### config.mk
export PLATFORM = sky130hd
export DESIGN_NAME = alu_operand_sequencer_flat
export DESIGN_NICKNAME = d
export VERILOG_FILES = /design/src/rtl/alu_seq_pkg.sv /design/src/rtl/alu_operand_sequencer_if.sv /design/src/rtl/alu_operand_sequencer.sv /design/src/flat_wrapper.sv
export SDC_FILE = /design/constraint.sdc
export NUM_CORES = 1
export LEC_CHECK = 0
export CAP_MARGIN = 5
export CORE_ASPECT_RATIO = 1.5
export CORE_MARGIN = 5
export CORE_UTILIZATION = 35
export CTS_CLUSTER_DIAMETER = 40
export DETAILED_ROUTE_END_ITERATION = 8
export GPL_ROUTABILITY_DRIVEN = 0
export PLACE_DENSITY = 0.67
export RECOVER_POWER = 25
export SLEW_MARGIN = 10
export SYNTH_ARGS = -nofsm -noshare
export SYNTH_HDL_FRONTEND = slang
export SYNTH_SLANG_ARGS = --single-unit
### constraint.sdc
create_clock -name CLK -period 2.05 [get_ports CLK]
set_input_delay 0.205 -clock CLK [delete_from_list [all_inputs] [get_ports CLK]]
set_output_delay 0.205 -clock CLK [all_outputs]
set_load 0.03 [all_outputs]
### src/rtl/alu_seq_pkg.sv
// Shared types and constants for the ALU operand sequencer: FSM state
// encoding, ALU funct3 / compare select codes and default bus widths.
package alu_seq_pkg;

  localparam int DATA_W = 16;
  localparam int ADDR_W = 16;

  typedef enum logic [2:0] {
    IDLE = 3'd0,
    RD1  = 3'd1,
    RD2  = 3'd2,
    EXEC = 3'd3,
    WB   = 3'd4,
    DONE = 3'd5
  } seq_state_t;

  // Arithmetic / logic select
  localparam logic [2:0] F3_ADD = 3'd0;
  localparam logic [2:0] F3_SUB = 3'd1;
  localparam logic [2:0] F3_XOR = 3'd2;
  localparam logic [2:0] F3_OR  = 3'd3;
  localparam logic [2:0] F3_AND = 3'd4;
  localparam logic [2:0] F3_SLL = 3'd5;
  localparam logic [2:0] F3_SRL = 3'd6;
  localparam logic [2:0] F3_SRA = 3'd7;

  // Compare select: 0..3 signed, 4..7 the unsigned counterparts
  localparam logic [2:0] CMP_EQ  = 3'd0;
  localparam logic [2:0] CMP_NE  = 3'd1;
  localparam logic [2:0] CMP_LT  = 3'd2;
  localparam logic [2:0] CMP_GE  = 3'd3;
  localparam logic [2:0] CMP_EQU = 3'd4;
  localparam logic [2:0] CMP_NEU = 3'd5;
  localparam logic [2:0] CMP_LTU = 3'd6;
  localparam logic [2:0] CMP_GEU = 3'd7;

endpackage

### src/rtl/alu_operand_sequencer_if.sv
// Memory-side request bus of the operand sequencer. The sequencer drives
// address/strobes/write data (master); the memory returns read data and
// the ready that completes the pending strobe (slave).
interface alu_operand_sequencer_if
  import alu_seq_pkg::*;
();

  logic [ADDR_W-1:0] mem_addr;
  logic              mem_rd;
  logic              mem_wr;
  logic [DATA_W-1:0] mem_wdata;
  logic [DATA_W-1:0] mem_rdata;
  logic              mem_ready;

  modport master (
    output mem_addr, mem_rd, mem_wr, mem_wdata,
    input  mem_rdata, mem_ready
  );

  modport slave (
    input  mem_addr, mem_rd, mem_wr, mem_wdata,
    output mem_rdata, mem_ready
  );

endinterface

### src/rtl/alu_operand_sequencer.sv
// Multi-cycle operand sequencer for the memory-memory datapath: reads two
// operands, hands them to the external ALU, captures the result/compare
// flag and writes the result back unless in compare mode.
//
// Optional build macro SEQ_SRC_FORWARD_EN: when both source addresses match
// at accept, the single RD1 read feeds both operands and RD2 is skipped.
//
// state | meaning
// IDLE  | waiting for start, latches request fields on accept
// RD1   | read src1 into alu_A
// RD2   | read src2 into alu_B
// EXEC  | one cycle, capture ALU result and compare flag
// WB    | write result to dst (skipped in compare mode)
// DONE  | one-cycle done pulse, back to IDLE
module alu_operand_sequencer
  import alu_seq_pkg::*;
(
  input  logic                      CLK,
  input  logic                      reset,       // active-low, asynchronous
  input  logic                      start,
  input  logic [2:0]                funct3,
  input  logic                      cmp_mode,
  input  logic [ADDR_W-1:0]         src1_addr,
  input  logic [ADDR_W-1:0]         src2_addr,
  input  logic [ADDR_W-1:0]         dst_addr,
  alu_operand_sequencer_if.master   mem,
  output logic [2:0]                alu_funct3,
  output logic [DATA_W-1:0]         alu_A,
  output logic [DATA_W-1:0]         alu_B,
  input  logic [DATA_W-1:0]         alu_out,
  input  logic                      alu_cmp,
  output logic [DATA_W-1:0]         result,
  output logic                      cmp_flag,
  output logic                      busy,
  output logic                      done
);

  seq_state_t        state_q, state_d;
  logic              cmp_mode_q;
  logic [ADDR_W-1:0] src1_q, src2_q, dst_q;
`ifdef SEQ_SRC_FORWARD_EN
  logic              same_src_q;
`endif

  // State register; reset drops every strobe immediately since they decode from state
  always_ff @(posedge CLK or negedge reset) begin
    if (!reset) state_q <= IDLE;
    else        state_q <= state_d;
  end

  // Next-state decode and memory/control outputs
  always_comb begin
    state_d       = state_q;
    mem.mem_rd    = 1'b0;
    mem.mem_wr    = 1'b0;
    mem.mem_addr  = '0;
    mem.mem_wdata = '0;
    busy          = (state_q != IDLE);
    done          = (state_q == DONE);
    case (state_q)
      IDLE: if (start) state_d = RD1;
      RD1: begin
        mem.mem_rd   = 1'b1;
        mem.mem_addr = src1_q;
`ifdef SEQ_SRC_FORWARD_EN
        if (mem.mem_ready) state_d = same_src_q ? EXEC : RD2;
`else
        if (mem.mem_ready) state_d = RD2;
`endif
      end
      RD2: begin
        mem.mem_rd   = 1'b1;
        mem.mem_addr = src2_q;
        if (mem.mem_ready) state_d = EXEC;
      end
      EXEC: state_d = cmp_mode_q ? DONE : WB;
      WB: begin
        mem.mem_wr    = 1'b1;
        mem.mem_addr  = dst_q;
        mem.mem_wdata = result;
        if (mem.mem_ready) state_d = DONE;
      end
      DONE:    state_d = IDLE;
      default: state_d = IDLE;
    endcase
  end

  // Request latch, operand capture and result capture
  always_ff @(posedge CLK or negedge reset) begin
    if (!reset) begin
      cmp_mode_q <= 1'b0;
      src1_q     <= '0;
      src2_q     <= '0;
      dst_q      <= '0;
      alu_funct3 <= '0;
      alu_A      <= '0;
      alu_B      <= '0;
      result     <= '0;
      cmp_flag   <= 1'b0;
`ifdef SEQ_SRC_FORWARD_EN
      same_src_q <= 1'b0;
`endif
    end else begin
      case (state_q)
        IDLE: if (start) begin
          cmp_mode_q <= cmp_mode;
          src1_q     <= src1_addr;
          src2_q     <= src2_addr;
          dst_q      <= dst_addr;
          alu_funct3 <= funct3;
`ifdef SEQ_SRC_FORWARD_EN
          same_src_q <= (src1_addr == src2_addr);
`endif
        end
        RD1: if (mem.mem_ready) begin
          alu_A <= mem.mem_rdata;
`ifdef SEQ_SRC_FORWARD_EN
          if (same_src_q) alu_B <= mem.mem_rdata;
`endif
        end
        RD2: if (mem.mem_ready) alu_B <= mem.mem_rdata;
        EXEC: begin
          result   <= alu_out;
          cmp_flag <= alu_cmp;
        end
        default: ;
      endcase
    end
  end

endmodule
### src/flat_wrapper.sv
// flat-port wrapper written by rule: the top's interface ports become plain ports
module alu_operand_sequencer_flat import alu_seq_pkg::*;
  (CLK, reset, start, funct3, cmp_mode, src1_addr, src2_addr, dst_addr, alu_funct3, alu_A, alu_B, alu_out, alu_cmp, result, cmp_flag, busy, done, mem_mem_addr, mem_mem_rd, mem_mem_wr, mem_mem_wdata, mem_mem_rdata, mem_mem_ready);
  alu_operand_sequencer_if mem_i ();
  input  logic CLK;
  input  logic reset;
  input  logic start;
  input  logic [2:0] funct3;
  input  logic cmp_mode;
  input  logic [ADDR_W-1:0] src1_addr;
  input  logic [ADDR_W-1:0] src2_addr;
  input  logic [ADDR_W-1:0] dst_addr;
  output logic [2:0] alu_funct3;
  output logic [DATA_W-1:0] alu_A;
  output logic [DATA_W-1:0] alu_B;
  input  logic [DATA_W-1:0] alu_out;
  input  logic alu_cmp;
  output logic [DATA_W-1:0] result;
  output logic cmp_flag;
  output logic busy;
  output logic done;
  output wire logic [$bits(mem_i.mem_addr)-1:0] mem_mem_addr;
  output wire logic [$bits(mem_i.mem_rd)-1:0] mem_mem_rd;
  output wire logic [$bits(mem_i.mem_wr)-1:0] mem_mem_wr;
  output wire logic [$bits(mem_i.mem_wdata)-1:0] mem_mem_wdata;
  input wire logic [$bits(mem_i.mem_rdata)-1:0] mem_mem_rdata;
  input wire logic [$bits(mem_i.mem_ready)-1:0] mem_mem_ready;
  assign mem_mem_addr = mem_i.mem_addr;
  assign mem_mem_rd = mem_i.mem_rd;
  assign mem_mem_wr = mem_i.mem_wr;
  assign mem_mem_wdata = mem_i.mem_wdata;
  assign mem_i.mem_rdata = mem_mem_rdata;
  assign mem_i.mem_ready = mem_mem_ready;
  alu_operand_sequencer u_core (.CLK(CLK), .reset(reset), .start(start), .funct3(funct3), .cmp_mode(cmp_mode), .src1_addr(src1_addr), .src2_addr(src2_addr), .dst_addr(dst_addr), .mem(mem_i), .alu_funct3(alu_funct3), .alu_A(alu_A), .alu_B(alu_B), .alu_out(alu_out), .alu_cmp(alu_cmp), .result(result), .cmp_flag(cmp_flag), .busy(busy), .done(done));
endmodule
==> flow_summary_export.csv, run 1 <==
group,metric,value,unit
synthesis,ys_top_cells_by_area,"dfrtp_1, mux2_2, mux2_4",
synthesis,synthArstFlopShare,1.00,
layout,fill_cells,1111,
global_route,grt_pass1_vias,3507,
die,initial_core_util,0.359,
layout,multi_input_area,0.00172,mm²
global_route,grt-busiest-layer,"met2",
synthesis,synth_xor_area_frac,0,
worst_setup_path,cp-start-kind,"register",
layout,num_antenna_cells,0,
clock_network,clock_path_buffers,2,
worst_setup_path,arrival,1.78,ns
sta,max_freq,0.503,GHz
clock_network,cts_tree,"done",
clock_network,cts.clk_slew.worst_paths,0.07,ns
global_route,use_met3,0.0314,
clock_network,htree_levels,3,
synthesis,synth_common_cells,"dfrtp_1, mux2_2, and2_1",
clock_network,clock_sinks,104,
layout,drive_gt1_frac,0.326,
synthesis,synth-edff-count,0,
global_route,grt_util_met2,0.263,
sta,relSlewSlack,0.237,
synthesis,synthSimpleGateAreaFrac,0.0696,
global_route,grt_max_degree,59,
clock_network,clkLatencyLatePin,0.34,ns
worst_setup_path,cp_cell_sequence,"buf_4, nor2b_2, buf_12, a22oi_1, o21ai_0, buf_4",
sta,period_needed,1.99,ns
die,coreArea,0.0125,mm²
layout,seq_area,0.00260,mm²
die,die_w,102,µm
global_route,overflow,0,
worst_setup_path,cp_max_fo,16,
clock_network,cts_buffers,9,
worst_setup_path,criticalPathCategory,"register to output pin",
place,post-place-cells,638,
synthesis,yosysMostFrequentCell,"dfrtp_1",
place,io_buffers,176,
synthesis,yosysTopAreaCell,"dfrtp_1",
synthesis,synth_top_area_frac,0.579,
synthesis,syn_nets,402,
outcome,status,"complete, no violations",
synthesis,synth-main-ff-cell,"dfrtp_1",
synthesis,ys_types,29,
clock_network,postCtsSetupBuffers,0,
layout,area_delta_synth_final,48.3,%
layout,fin_nets,583,
synthesis,muxShareOfSynthArea,0.264,
sta,clock_skew,0.00654,ns
global_route,gr-usage-all-layers,0.154,
synthesis,syn_area_per_cell,14.4,µm²
sta,post-route-period-util,0.970,
synthesis,synth_top_family_by_area,"multiplexers",
die,fp-row-count,50,
layout,final_cells,653,
drt,wirelength,11.6,mm
power_and_ir_drop,leakage,0.00282,µW
worst_setup_path,cp-end-kind,"output pin",
sta,rsz0062_at_grt,"no",
worst_setup_path,regToRegSetupSlack,0.30,ns
synthesis,syn_inst,313,
sta,setup_tns,0,ns
drt,dr.first_iter.drc_count,54,
synthesis,synthAdderAreaFrac,0,
sta,tightest_slew,1.14,ns
sta,setup_viol,0,
worst_setup_path,cp_data_required_time,1.85,ns
drt,antenna_left,0,
worst_setup_path,critical_path.slowest_cell,"dfrtp_1",
synthesis,ys_seq_elements,104,
worst_setup_path,critPathBufInv,3,
place,hpwl,8.81,mm
global_route,antenna_found_initial,0,
synthesis,yosysSeqAreaShare,0.579,
drt,drc,0,
drt,wl_per_cell,17.7,µm
worst_setup_path,slowest_delay,0.40,ns
die,die_area,0.0152,mm²
clock_network,cts_root_buf,"clkbuf_16",
worst_setup_path,critPathTopFamily,"buffers and inverters",
die,io_pins,177,
worst_setup_path,cpMostUsedCell,"buf_4",
synthesis,yosys_warnings,0,
global_route,grt_pass1_wl,18.1,mm
power_and_ir_drop,peakVddDrop,875,µV
drt,via_per_inst,4.83,
die,dieHeight,149,µm
power_and_ir_drop,p_per_area,1780,mW/mm²
min_path,hold_path.class,"input pin to register",
synthesis,syn_area,0.00449,mm²
synthesis,synth_compound_area_frac,0.0487,
drt,vias,3153,
job,drv_cap,0,
drt,first_pass_iters,4,
sta,hold_violations,0,
global_route,grt_use_met1,0.181,
sta,slew_viol_final,0,
cell families after synthesis:
| kind of cell | after synthesis |
|---|---|
| simple gates | 50 |
| mux | 102 |
| flops | 104 |
| compound gates | 35 |
| buf+inv | 22 |
cell usage in the layout, fill, tap and decap left out, drive strengths merged, types with 2 or more instances in the layout:
cell type and count:
dfrtp 104, nor3 2, nor2b 4, nand2 17, o21ai 16, bufinv 2
clkinv 2, mux2 101, nand2b 3, and2 17, a22oi 16, a21oi 2
clkdlybuf4s50 139, nor2 2, buf 48, inv 2, clkbuf 12
report_power, final:
group | leakage [µW] | internal (µW) | switching (µW)
Sequential | 0.00123 | 3120 | 611
Clock | 0.000154 | 1090 | 706
Combinational | 0.00144 | 3000 | 3310
worst reg2reg max path, cell delays in order (launching register included):
cell	delay, ns
dfrtp_1	0.46
or3_4	0.46
nor2_8	0.13
buf_12	0.21
mux2_2	0.38
metal layers:
layer	vias to the layer above	part of all wire
li1	1472	-
met1	1548	0.38
met2	112	0.53
met3	21	0.066
met4	0	0.032
met5	-	0
registers in the layout, summed over array words and instances, names as in the netlist:
signal and count:
u_core.alu_funct3 3, u_core.result 16, u_core.cmp_mode_q 1, u_core.state_q 3, u_core.dst_q 16, u_core.alu_B 16, u_core.src1_q 16, u_core.alu_A 16
u_core.src2_q 16, u_core.cmp_flag 1
worst paths after layout:
kind,startpoint,end,cells after the start
worst max-delay path,u_core.state_q[1],mem_mem_addr[2],6
worst min-delay path,alu_out[11],u_core.result[11],2
worst max register to register,u_core.state_q[0],u_core.dst_q[3],4
worst min register to register,u_core.alu_A[9],u_core.alu_A[9],1
max in group asynchronous,reset,u_core.alu_A[8],3
min in group asynchronous,reset,u_core.dst_q[10],3
stage by stage:
stage                     utilization  hold slack (ns)  total power, µW  setup slack, ns  area, µm²
after global placement          0.507            0.336            10000            0.347       6340
final                           0.533            0.471            11800           0.0621       6660
after CTS                       0.532            0.463            12000           0.0208       6660
after floorplan                     -          -0.0906             7680           0.0380       4490
after detailed placement        0.507            0.345            10200            0.305       6340
after global routing            0.533            0.468            12500          0.00185       6660
final cells by class:
type | instances | share of cell area
Clock buffer | 10 | 0.0359
Inverter | 2 | 0.00113
Clock inverter | 4 | 0.0105
Timing Repair Buffer | 190 | 0.274
Multi-Input combinational cell | 187 | 0.258
Sequential cell | 104 | 0.391
Tap cell | 156 | 0.0293
what timing repair did:
action,CTS,global route
hold endpoints to repair,46,0
resized for setup,1,4
endpoints found under the setup margin,2,14
hold buffers,1,0
No activity file was read; power rests on OpenSTA's default activity.
==> run 2: changes to the inputs <==
--- a/config.mk
+++ b/config.mk
@@ -6,14 +6,17 @@
 export NUM_CORES = 1
 export LEC_CHECK = 0
 export CAP_MARGIN = 5
+export CELL_PAD_IN_SITES_DETAIL_PLACEMENT = 1
+export CELL_PAD_IN_SITES_GLOBAL_PLACEMENT = 2
 export CORE_ASPECT_RATIO = 1.5
 export CORE_MARGIN = 5
-export CORE_UTILIZATION = 35
+export CORE_UTILIZATION = 28
 export CTS_CLUSTER_DIAMETER = 40
 export DETAILED_ROUTE_END_ITERATION = 8
 export GPL_ROUTABILITY_DRIVEN = 0
-export PLACE_DENSITY = 0.67
+export PLACE_DENSITY_LB_ADDON = 0.1
 export RECOVER_POWER = 25
+export SKIP_CTS_REPAIR_TIMING = 1
 export SLEW_MARGIN = 10
 export SYNTH_ARGS = -nofsm -noshare
 export SYNTH_HDL_FRONTEND = slang
==> flow_summary_export.csv, run 2 (synthesis gave the netlist of run 1 again) <==
group,metric,value,unit
outcome,status,"complete, no violations",
die,die_area,0.0187,mm²
worst_setup_path,cp_data_required_time,1.85,ns
sta,setup_viol,0,
power_and_ir_drop,p_per_area,1770,mW/mm²
sta,period_needed,1.95,ns
job,drv_cap,0,
drt,dr.first_iter.drc_count,98,
min_path,hold_path.class,"input pin to register",
layout,multi_input_area,0.00173,mm²
power_and_ir_drop,power.clock.fraction,0.142,
clock_network,cts_root_buf,"clkbuf_16",
layout,final_cell_mix,"clkdlybuf4s50_1, dfrtp_1, mux2_2",
worst_setup_path,critPathTopFamily,"buffers and inverters",
clock_network,clock_sinks,104,
clock_network,clkLatencyLatePin,0.33,ns
global_route,grt_pass1_wl,19.9,mm
die,fp-row-count,56,
power_and_ir_drop,p_int,7260,µW
layout,fin_nets,586,
place,io_buffers,176,
sta,slew_viol_final,0,
worst_setup_path,slowest_delay,0.36,ns
layout,final_common_cell,"clkdlybuf4s50_1",
sta,post-route-period-util,0.950,
worst_setup_path,cp_cell_sequence,"buf_4, nor2b_4, buf_12, a22oi_1, o21ai_0, buf_4",
sta,holdWs,0.472,ns
die,io_pins,177,
worst_setup_path,critical_path.slowest_cell,"dfrtp_1",
drt,vias,3180,
sta,max_freq,0.514,GHz
global_route,grt_pass1_vias,3658,
global_route,gr-usage-all-layers,0.136,
power_and_ir_drop,peakVddDrop,620,µV
power_and_ir_drop,switching_share,0.396,
sta,clock_skew,0.00552,ns
place,post-place-cells,687,
die,die_w,113,µm
worst_setup_path,criticalPathCategory,"register to output pin",
clock_network,cts.clk_slew.worst_paths,0.07,ns
worst_setup_path,cpMostUsedCell,"buf_4",
worst_setup_path,cp_max_fo,16,
power_and_ir_drop,seqPwrFrac,0.306,
layout,final_cells,704,
die,coreArea,0.0157,mm²
global_route,antenna_found_initial,0,
sta,relSlewSlack,0.370,
layout,drive_gt1_frac,0.333,
global_route,grt_util_met2,0.242,
layout,seq_area,0.00260,mm²
clock_network,clock_path_buffers,2,
power_and_ir_drop,p_switching,4760,µW
layout,area_delta_synth_final,51.6,%
die,initial_core_util,0.286,
power_and_ir_drop,combPwrFrac,0.551,
global_route,overflow,0,
drt,drc,0,
drt,antenna_left,0,
worst_setup_path,cp-end-kind,"output pin",
worst_setup_path,arrival,1.74,ns
layout,num_antenna_cells,0,
die,dieHeight,165,µm
drt,first_pass_iters,4,
drt,wirelength,12.4,mm
layout,post-route-util,0.434,
layout,fill_cells,1662,
sta,hold_violations,0,
drt,via_per_inst,4.52,
power_and_ir_drop,leakage,0.00285,µW
place,hpwl,9.38,mm
clock_network,htree_levels,3,
worst_setup_path,critPathBufInv,3,
global_route,grt-busiest-layer,"met2",
clock_network,cts_tree,"done",
sta,tightest_slew,0.945,ns
clock_network,cts_buffers,9,
drt,wl_per_cell,17.6,µm
worst_setup_path,cp-start-kind,"register",
global_route,use_met3,0.0372,
global_route,grt_max_degree,38,
global_route,grt_use_met1,0.160,
-- run 2: power by group through the flow --
stage / Clock, µW / Sequential (µW) / Combinational, µW
detailed placement: 0 / 3740 / 6640
finish: 1710 / 3680 / 6620
global route: 1860 / 3840 / 7070
floorplan: 0 / 4660 / 3020
global placement: 0 / 3700 / 6540
CTS: 1790 / 3700 / 6650
-- run 2: final timing paths --
path                                    from                   end  slack, ns  cells after the start
setup / recovery           u_core.state_q[1]       mem_mem_addr[8]       0.10                      6
setup reg to reg           u_core.state_q[0]      u_core.src2_q[9]       0.26                      4
hold / removal                  src1_addr[4]      u_core.src1_q[4]       0.47                      2
min in group asynchronous              reset  u_core.alu_funct3[2]       0.55                      2
hold reg to reg              u_core.alu_A[7]       u_core.alu_A[7]       0.49                      1
max in group asynchronous              reset      u_core.src1_q[5]       0.37                      3
-- run 2: per-stage QoR --
stage | cell area, µm² | TNS (ns) | setup WS [ns] | power, µW
5_1_grt | 6810 | -0.00729 | -0.00492 | 12800
3_3_place_gp | 6480 | 0 | 0.263 | 10200
2_1_floorplan | 4490 | 0 | 0.0380 | 7680
6_report | 6810 | 0 | 0.103 | 12000
3_5_place_dp | 6480 | 0 | 0.242 | 10400
4_1_cts | 6780 | -0.874 | -0.114 | 12100
-- run 2: layout make-up --
type,count,share of cell area
Tap cell,203,0.0373
Multi-Input combinational cell,187,0.255
Sequential cell,104,0.382
Timing Repair Buffer,193,0.282
Inverter,2,0.00110
Clock buffer,9,0.0331
Clock inverter,6,0.0101
-- run 2: layer usage --
metal,wire length (µm),share of wire
met1,5020,0.40
met2,6480,0.52
met3,788,0.064
met4,120,0.0097
met5,0,0
